[src/rtl/uart_pkg.sv]
// Shared UART definitions, reused by the receiver and the future transmitter.
// Contents: serial FSM state encoding and the default clocks-per-bit constant
// (100 MHz / 115200 baud).
package uart_pkg;

    typedef enum logic [1:0] {
        ST_IDLE,
        ST_START,
        ST_DATA,
        ST_STOP
    } uart_state_e;

    localparam int unsigned CLK_DIV_DEFAULT = 868;

endpackage

[src/rtl/uart_rx_if.sv]
// Valid/ready byte stream between the receive FIFO and its consumer.
//   data  : byte at the head of the stream
//   valid : data holds a byte
//   ready : consumer accepts data this cycle (transfer on valid && ready)
// master drives data/valid, slave drives ready.
interface uart_rx_if #(
    parameter int unsigned WIDTH = 8
);
    logic [WIDTH-1:0] data;
    logic             valid;
    logic             ready;

    modport master (output data, output valid, input ready);
    modport slave  (input data, input valid, output ready);
endinterface

[src/rtl/uart_fifo.sv]
// Receive FIFO with sticky overflow flag.
// Ports:
//   clk, rst_n    : clock, asynchronous active-low reset
//   push_i        : write push_data_i this cycle
//   push_data_i   : byte to store
//   ovf_clr_i     : synchronous clear of overflow_o (a new drop wins)
//   overflow_o    : sticky, set when a push is dropped because the FIFO is full
//   rd            : read side, head entry on rd.data, rd.valid = not empty
module uart_fifo #(
    parameter int unsigned WIDTH = 8,
    parameter int unsigned DEPTH = 4
) (
    input  logic             clk,
    input  logic             rst_n,
    input  logic             push_i,
    input  logic [WIDTH-1:0] push_data_i,
    input  logic             ovf_clr_i,
    output logic             overflow_o,
    uart_rx_if.master        rd
);
    localparam int unsigned AW = (DEPTH > 1) ? $clog2(DEPTH) : 1;

    logic [WIDTH-1:0] mem_q [DEPTH];
    // Extra MSB on each pointer separates full from empty when indices match.
    logic [AW:0]      wr_q;
    logic [AW:0]      rd_q;
    logic             overflow_q;

    logic empty;
    logic full;
    logic pop;
    logic wr_en;
    logic drop;

    assign empty = (wr_q == rd_q);
    assign full  = (wr_q[AW] != rd_q[AW]) && (wr_q[AW-1:0] == rd_q[AW-1:0]);
    assign pop   = rd.ready && !empty;
    // A pop in the same cycle frees the slot, so a push while full is kept.
    assign wr_en = push_i && (!full || pop);
    assign drop  = push_i && full && !pop;

    always_ff @(posedge clk or negedge rst_n) begin
        if (!rst_n) begin
            wr_q       <= '0;
            rd_q       <= '0;
            overflow_q <= 1'b0;
            for (int unsigned i = 0; i < DEPTH; i++) begin
                mem_q[i] <= '0;
            end
        end else begin
            if (wr_en) begin
                mem_q[wr_q[AW-1:0]] <= push_data_i;
                wr_q                <= wr_q + 1'b1;
            end
            if (pop) begin
                rd_q <= rd_q + 1'b1;
            end
            if (drop) begin
                overflow_q <= 1'b1;
            end else if (ovf_clr_i) begin
                overflow_q <= 1'b0;
            end
        end
    end

    assign rd.valid   = !empty;
    assign rd.data    = mem_q[rd_q[AW-1:0]];
    assign overflow_o = overflow_q;
endmodule

[src/rtl/uart_rx.sv]
// UART receiver: 8 data bits, no parity, 1 stop bit, LSB first.
// Ports:
//   clk            : system clock, rising edge
//   reset_async    : asynchronous active-low reset (release already synchronized)
//   rs232_dce_rxd  : serial input, asynchronous, idle high
//   rx_data        : byte at FIFO head
//   rx_valid       : FIFO not empty
//   rx_ready       : consumer accepts rx_data this cycle
//   frame_err      : one-cycle pulse on a bad stop bit
//   overflow       : sticky, byte dropped on full FIFO
//   ovf_clr        : synchronous clear of overflow
module uart_rx
    import uart_pkg::*;
#(
    parameter int unsigned CLK_DIV    = CLK_DIV_DEFAULT,
    parameter int unsigned FIFO_DEPTH = 4
) (
    input  logic       clk,
    input  logic       reset_async,
    input  logic       rs232_dce_rxd,
    output logic [7:0] rx_data,
    output logic       rx_valid,
    input  logic       rx_ready,
    output logic       frame_err,
    output logic       overflow,
    input  logic       ovf_clr
);
    localparam int unsigned CW = $clog2(CLK_DIV);
    localparam logic [CW-1:0] HALF_LOAD = CW'(CLK_DIV / 2 - 1);
    localparam logic [CW-1:0] FULL_LOAD = CW'(CLK_DIV - 1);

    logic [1:0]    sync_q;
    logic          prev_q;
    uart_state_e   state_q;
    logic [CW-1:0] cnt_q;
    logic [2:0]    bit_q;
    logic [7:0]    shift_q;
    logic          frame_err_q;

    logic rxd_s;
    logic fall;
    logic push;

    assign rxd_s = sync_q[1];
    // prev_q tracks the line every cycle, so after a bad (low) stop bit a new
    // start is only accepted once the line has been seen high again.
    assign fall  = prev_q && !rxd_s;
    // Push on the stop-sample edge itself so the byte is visible one cycle later.
    assign push  = (state_q == ST_STOP) && (cnt_q == '0) && rxd_s;

    always_ff @(posedge clk or negedge reset_async) begin
        if (!reset_async) begin
            sync_q      <= 2'b11;
            prev_q      <= 1'b1;
            state_q     <= ST_IDLE;
            cnt_q       <= '0;
            bit_q       <= '0;
            shift_q     <= '0;
            frame_err_q <= 1'b0;
        end else begin
            sync_q      <= {sync_q[0], rs232_dce_rxd};
            prev_q      <= rxd_s;
            frame_err_q <= 1'b0;
            case (state_q)
                ST_IDLE: begin
                    if (fall) begin
                        state_q <= ST_START;
                        cnt_q   <= HALF_LOAD;
                    end
                end
                ST_START: begin
                    if (cnt_q != '0) begin
                        cnt_q <= cnt_q - 1'b1;
                    end else if (rxd_s) begin
                        state_q <= ST_IDLE;
                    end else begin
                        state_q <= ST_DATA;
                        cnt_q   <= FULL_LOAD;
                        bit_q   <= '0;
                    end
                end
                ST_DATA: begin
                    if (cnt_q != '0) begin
                        cnt_q <= cnt_q - 1'b1;
                    end else begin
                        shift_q <= {rxd_s, shift_q[7:1]};
                        cnt_q   <= FULL_LOAD;
                        bit_q   <= bit_q + 1'b1;
                        if (bit_q == 3'd7) begin
                            state_q <= ST_STOP;
                        end
                    end
                end
                ST_STOP: begin
                    if (cnt_q != '0) begin
                        cnt_q <= cnt_q - 1'b1;
                    end else begin
                        frame_err_q <= !rxd_s;
                        state_q     <= ST_IDLE;
                    end
                end
                default: state_q <= ST_IDLE;
            endcase
        end
    end

    uart_rx_if #(.WIDTH(8)) rd_if ();

    assign rd_if.ready = rx_ready;
    assign rx_data     = rd_if.data;
    assign rx_valid    = rd_if.valid;
    assign frame_err   = frame_err_q;

    uart_fifo #(
        .WIDTH (8),
        .DEPTH (FIFO_DEPTH)
    ) u_fifo (
        .clk         (clk),
        .rst_n       (reset_async),
        .push_i      (push),
        .push_data_i (shift_q),
        .ovf_clr_i   (ovf_clr),
        .overflow_o  (overflow),
        .rd          (rd_if)
    );
endmodule
[config.mk]
export PLATFORM = sky130hd
export DESIGN_NAME = uart_rx
export DESIGN_NICKNAME = d
export VERILOG_FILES = /design/src/rtl/uart_pkg.sv /design/src/rtl/uart_rx_if.sv /design/src/rtl/uart_fifo.sv /design/src/rtl/uart_rx.sv
export SDC_FILE = /design/constraint.sdc
export NUM_CORES = 1
export LEC_CHECK = 0
export CAP_MARGIN = 20
export CORE_MARGIN = 1
export CORE_UTILIZATION = 45
export CTS_BUF_LIST = sky130_fd_sc_hd__clkbuf_2 sky130_fd_sc_hd__clkbuf_4 sky130_fd_sc_hd__clkbuf_8
export CTS_CLUSTER_DIAMETER = 60
export CTS_CLUSTER_SIZE = 12
export DETAILED_ROUTE_END_ITERATION = 16
export PLACE_DENSITY = 0.72
export SETUP_SLACK_MARGIN = 0.1
export SKIP_LAST_GASP = 1
export SLEW_MARGIN = 20
export SYNTH_ARGS = -nofsm -noshare
export SYNTH_HDL_FRONTEND = slang
export SYNTH_HIERARCHICAL = 1
export SYNTH_SLANG_ARGS = --single-unit
[constraint.sdc]
create_clock -name clk -period 4.6 [get_ports clk]
set_input_delay 0.92 -clock clk [delete_from_list [all_inputs] [get_ports clk]]
set_output_delay 0.92 -clock clk [all_outputs]
set_load 0.1 [all_outputs]
**Word-level counts from Yosys, hierarchy flattened**

Index checks and enable logic that the tools add are counted.

- Register bits: 66
- Bits in latches: 0
- RAM bits: 0
- Bits in read-only memories: 0
- Bits of input ports: 5
- Output and inout bits: 11
- Logic and storage cells: 89
- Memories kept: 0

- Add/subtract/negate cells: 4
- Multiply operators: 0
- Div/mod/pow operators: 0
- $lt $le $gt $ge: 3
- Equality and inequality tests: 15
- Shift-type cells: 0
- Muxes and demuxes: 27
- Bitwise gates (word level): 3
- Reduce and logical (&&, ||, !) cells: 23

Operators by type and width:

| operator | count |
|---|---|
| 10-bit 2-to-1 mux | 5 |
| 10-bit case mux with 4 select lines | 1 |
| 32-bit bitwise mux | 1 |
| 8-bit 2-to-1 mux | 3 |
| 8-bit binary-select mux with 2-bit select | 1 |
| 8-bit demux with 2-bit select | 1 |
| 2-bit 2-to-1 mux | 6 |
| 2-bit inequality test, second input constant | 6 |
| 10-bit zero test | 1 |
| 10-bit nonzero test | 1 |
| 10-bit by 1-bit subtractor with 10-bit output, second input constant | 1 |
| 3-bit by 1-bit adder with 3-bit output, second input constant | 3 |
| 1-bit logical AND | 9 |
| 3-bit 2-to-1 mux | 3 |
| 2-bit case mux with 4 select lines | 1 |
| 3-bit >= comparator, second input constant | 2 |
| 2-bit inverter with 3-bit output | 2 |
| 3-bit case mux with 2 select lines | 1 |
| 5-bit AND reduction | 1 |
| 2-bit equality test, second input constant | 2 |
| 1-bit zero test | 4 |
| 1-bit 2-to-1 mux | 4 |
| 4-bit AND reduction | 1 |
| 2-bit nonzero test | 2 |
| 13 further kinds | 13 |

**Logic depth before layout (Yosys ltp)**

- Depth after elaboration: 6
- Mapped depth: 9
- Depth with buffers taken out: 8

**Modules after synthesis**

The synthesis kept the hierarchy.

Modules (own cells, without submodules):

| module | times used | cells each | area each (um^2) | seq. area each (um^2) |
|---|---|---|---|---|
| uart_fifo | 1 | 118 | 1,945.6 | 975.9 |
| uart_rx | 1 | 154 | 1,629.1 | 679.4 |

**Least setup slack after synthesis**

Ideal clock, no wire load.

- Path kind: reg-to-output
- Start point: register u_fifo.rd_q[0]
- End point: output rx_valid
- Data arrival time: 1,651 ps
- Required time: 3,680 ps
- Setup slack: 2,029 ps
- Cell stages (with the launch flop): 5
- Path buffers: 1
- Cell sequence: dfrtp_1 > buf_6 > xor2_4 > nor2_1 > nand2_1

- Cells in the longest elaborated chain, start to end: 2

RTL lines:

| element | line | text |
|---|---|---|
| start, declared | uart_fifo.sv:26 | `logic [AW:0] rd_q;` |
| start signal, assigned | uart_fifo.sv:56 | `rd_q <= rd_q + 1'b1;` |
| 3-bit equality test | uart_fifo.sv:35 | `assign empty = (wr_q == rd_q);` |
| 1-bit zero test | uart_fifo.sv:66 | `assign rd.valid = !empty;` |
| end, declared | uart_rx.sv:22 | `output logic rx_valid,` |

Every way passes these cells.

**Worst setup path after layout**

- Start point: register u_fifo.rd_q[0]
- End point: output rx_data[2]

- Cells in the longest elaborated chain, start to end: 4

RTL lines:

| element | line | text |
|---|---|---|
| 2-bit inverter with 3-bit output (implied by the code) | uart_fifo.sv:67 | `assign rd.data = mem_q[rd_q[AW-1:0]];` |
| 8-bit binary-select mux with 2-bit select | uart_fifo.sv:67 |  |
| 8-bit 2-to-1 mux (implied by the code) (2 in a row) | uart_fifo.sv:67 |  |
| end, declared | uart_rx.sv:21 | `output logic [7:0] rx_data,` |

Every way passes these cells. The select of a mux whose other input is x is not followed.

==> qor.yml <==
status:
  status: "finished, violations left"
  violations: "design-rule violations"
power:
  p_clk_share_pct: 24.0
  switchingPower_mw: 0.8353
  sw_frac_of_total_pct: 41.11
  irDropWorstVdd_mv: 0.3353
  combPwrFrac_pct: 36.9
  internal-power_mw: 1.196
  p_seq_share_pct: 39.0
  cellPowerDensity_mw_per_mm2: 510.0
  p_leak_nw: 1.796
detailed_routing:
  highest_layer: "met4"
  avgRoutedWirePerCell_um: 15.72
  ant_nets: 0
  route.detailed.drc: 1
  wl_met1_um: 2795
  wl_um: 6209
  drt_first_iter_violations: 77
  via_count: 2278
  dr.pass1.iters: 10
  wl_met3_um: 202
  dr_wl_met2_um: 3121
  viasPerCell: 5.767
sta:
  rsz0062_at_grt: "no"
  relSlewSlack_pct: 35.09
  fin_crit_sh_pct: 80.02
  setup_viol: 0
  worst-slew-pin-transition_ns: 0.9707
  slew_violations: 0
  layout_min_cycle_time_ns: 3.681
  clock.fmax_mhz: 271.7
  skew_ns: 0.009563
  worst_hold_slack_ns: 0.3572
  hold_violations: 0
  tns_ns: 0
grt:
  antenna_found_initial: 0
  grt_max_degree: 46
  grt_pass1_wl_um: 11040
  grt-ovfl-total: 0
  grt_pass1_vias: 2274
  grt_usage_pct: 16.74
clock_network:
  cts_tree: "yes"
  clk-insertion-delay-late_ns: 0.34
  cts_hold_buffers: 0
  clk_pin_slew_worst_paths_ns: 0.07
  cts.sinks: 66
  h-tree-depth: 3
  cts_setup_buffers: 0
  cts_buffers: 9
  cts_root_buf: "clkbuf_8"
  cts_buffer_depth: 2
  postCtsResizedCells: 0
synthesis:
  synth_top_area_share_pct: 44.10
  syn_area_per_cell_um2: 13.14
  synth-seq-cells: 66
  synth_enable_flop_cells: 0
  synth.distinct_cells: 65
  syn_inst: 272
  ys_warn_count: 6
  synth.most_common_cell: "dfrtp_1"
  dominantRegCellSynth: "dfrtp_1"
  syn-num-nets: 291
  ys_seq_area_share_pct: 46.31
  yosys.area.top_type: "dfrtp_1"
  synth_area_leaders: "dfrtp_1, mux2_2, mux4_2, ha_1, o41ai_4"
  synthesis.area_mm2: 0.003575
  async_flop_share_pct: 100.0
  synth_common_cells: "dfrtp_1, mux2_2, ha_1"
setup_path:
  cp_data_arrival_time_ns: 2.76
  crit_chain: "mux4_2 > clkdlybuf4s50_1"
  startpoint_type: "flop"
  crit_slowest_cell: "clkdlybuf4s50_1"
  cp_max_fo: 11
  critPathBufInv: 1
  required_ns: 3.68
  critPathKind: "reg2out"
  end_kind: "output port"
  path_delay_family: "buffers and inverters"
  slowest_delay_ns: 0.98
cells_and_area:
  antenna_cells: 0
  synthToLayoutAreaGrowth_pct: 11.45
  final_nets: 307
  drive_gt1_share_pct: 30.72
  final_area_mm2: 0.003984
floorplanning:
  die-area_mm2: 0.008304
  die_width_um: 91.13
  top_level_ports: 16
  placement_rows: 32
  die_height_um: 91.13
  initial_core_util_pct: 46.50
  core_mm2: 0.007687
placement:
  placed_area_mm2: 0.003779
  dpl.hpwl_um: 4247
  port_buffers: 15
  gp_congestion: 0.8045
min_path:
  hp-class: "reg2reg"
flow_run:
  drv_cap: 0
[flip-flops by register name, summed over array words and instances (netlist names), named ones only]
name / flops
bit_q: 3
u_fifo/rd_q: 3
sync_q: 2
u_fifo/wr_q: 3
shift_q: 8
u_fifo/mem_q: 32
cnt_q: 10
prev_q: 1
state_q: 1
frame_err: 1
u_fifo/overflow_o: 1
[path summary, 6_finish.rpt]
path	cells past startpoint	slack (ns)	startpoint	to
min reg2reg	0	0.36	sync_q[0]	sync_q[1]
max reg2reg	6	2.05	cnt_q[2]	u_fifo/mem_q[6]
min	0	0.36	sync_q[0]	sync_q[1]
max in group asynchronous	2	3.33	reset_async	shift_q[1]
min in group asynchronous	1	0.57	reset_async	u_fifo/mem_q[0]
max	2	0.92	u_fifo/rd_q[0]	rx_data[2]
[stage by stage]
stage	power, mW	worst slack, ns	utilization, %	std cells
final	2.032	0.9192	51.82	395
after global routing	2.173	0.7781	51.82	395
after CTS	2.050	0.8675	51.79	395
after detailed placement	1.552	1.248	49.15	379
after global placement	1.528	1.283	49.15	379
after floorplan	1.423	2.029	-	272
[worst register-to-register path, stage by stage (launching register included)]
cell	delay [ns]
dfrtp_1	0.48
nor3_4	0.64
and3_2	0.32
and3_1	0.25
and2_1	0.20
o41ai_4	0.18
mux2_1	0.37
[cells in the final DEF, fill, tap and decap left out, types with 5 or more instances in the layout]
cell | synthesis | routed
dfrtp_1 | 63 | 63
ha_1 | 14 | 14
o21ai_0 | 6 | 6
nand2_1 | 13 | 13
nand4_1 | 6 | 6
mux4_2 | 8 | 8
a31oi_1 | 5 | 5
mux2_2 | 41 | 41
clkbuf_8 | 0 | 9
and2_1 | 5 | 5
clkdlybuf4s50_1 | 0 | 13
o31ai_1 | 5 | 5
nor2_1 | 8 | 8
inv_1 | 10 | 10
[area by class of cell]
type / count / area, um^2
clock buffer: 9 / 123.9
clock inverter: 7 / 78.83
fill: 668 / 3704
inverter: 10 / 37.54
multi-input combinational: 184 / 1800
sequential: 66 / 1655
tap: 102 / 127.6
timing repair buffer: 17 / 160.2
[logic make-up after synthesis]
kind of cell	count (synthesis)	share of synthesized area [%]
and+or+nand+nor	61	10.89
muxes	55	19.71
AOI/OAI and AO/OA	47	11.90
adders and majority gates	14	4.900
DFF	66	46.31
xor gates and xnor gates	7	2.975
buffers and inverters	22	3.325
[metal layers]
metal / track usage [%] / vias to the layer above
met4: 5.159 / 0
li1: - / 1067
met5: 0 / -
met1: 22.05 / 1160
met3: 4.020 / 10
met2: 27.34 / 41
[power groups by stage]
stage / Clock (mW) / Sequential (mW) / Combinational (mW)
floorplan: 0 / 0.717 / 0.707
global placement: 0 / 0.800 / 0.728
detailed placement: 0 / 0.806 / 0.746
CTS: 0.506 / 0.794 / 0.750
global route: 0.536 / 0.811 / 0.826
finish: 0.488 / 0.793 / 0.751
Power figures use the tool's default switching activity.
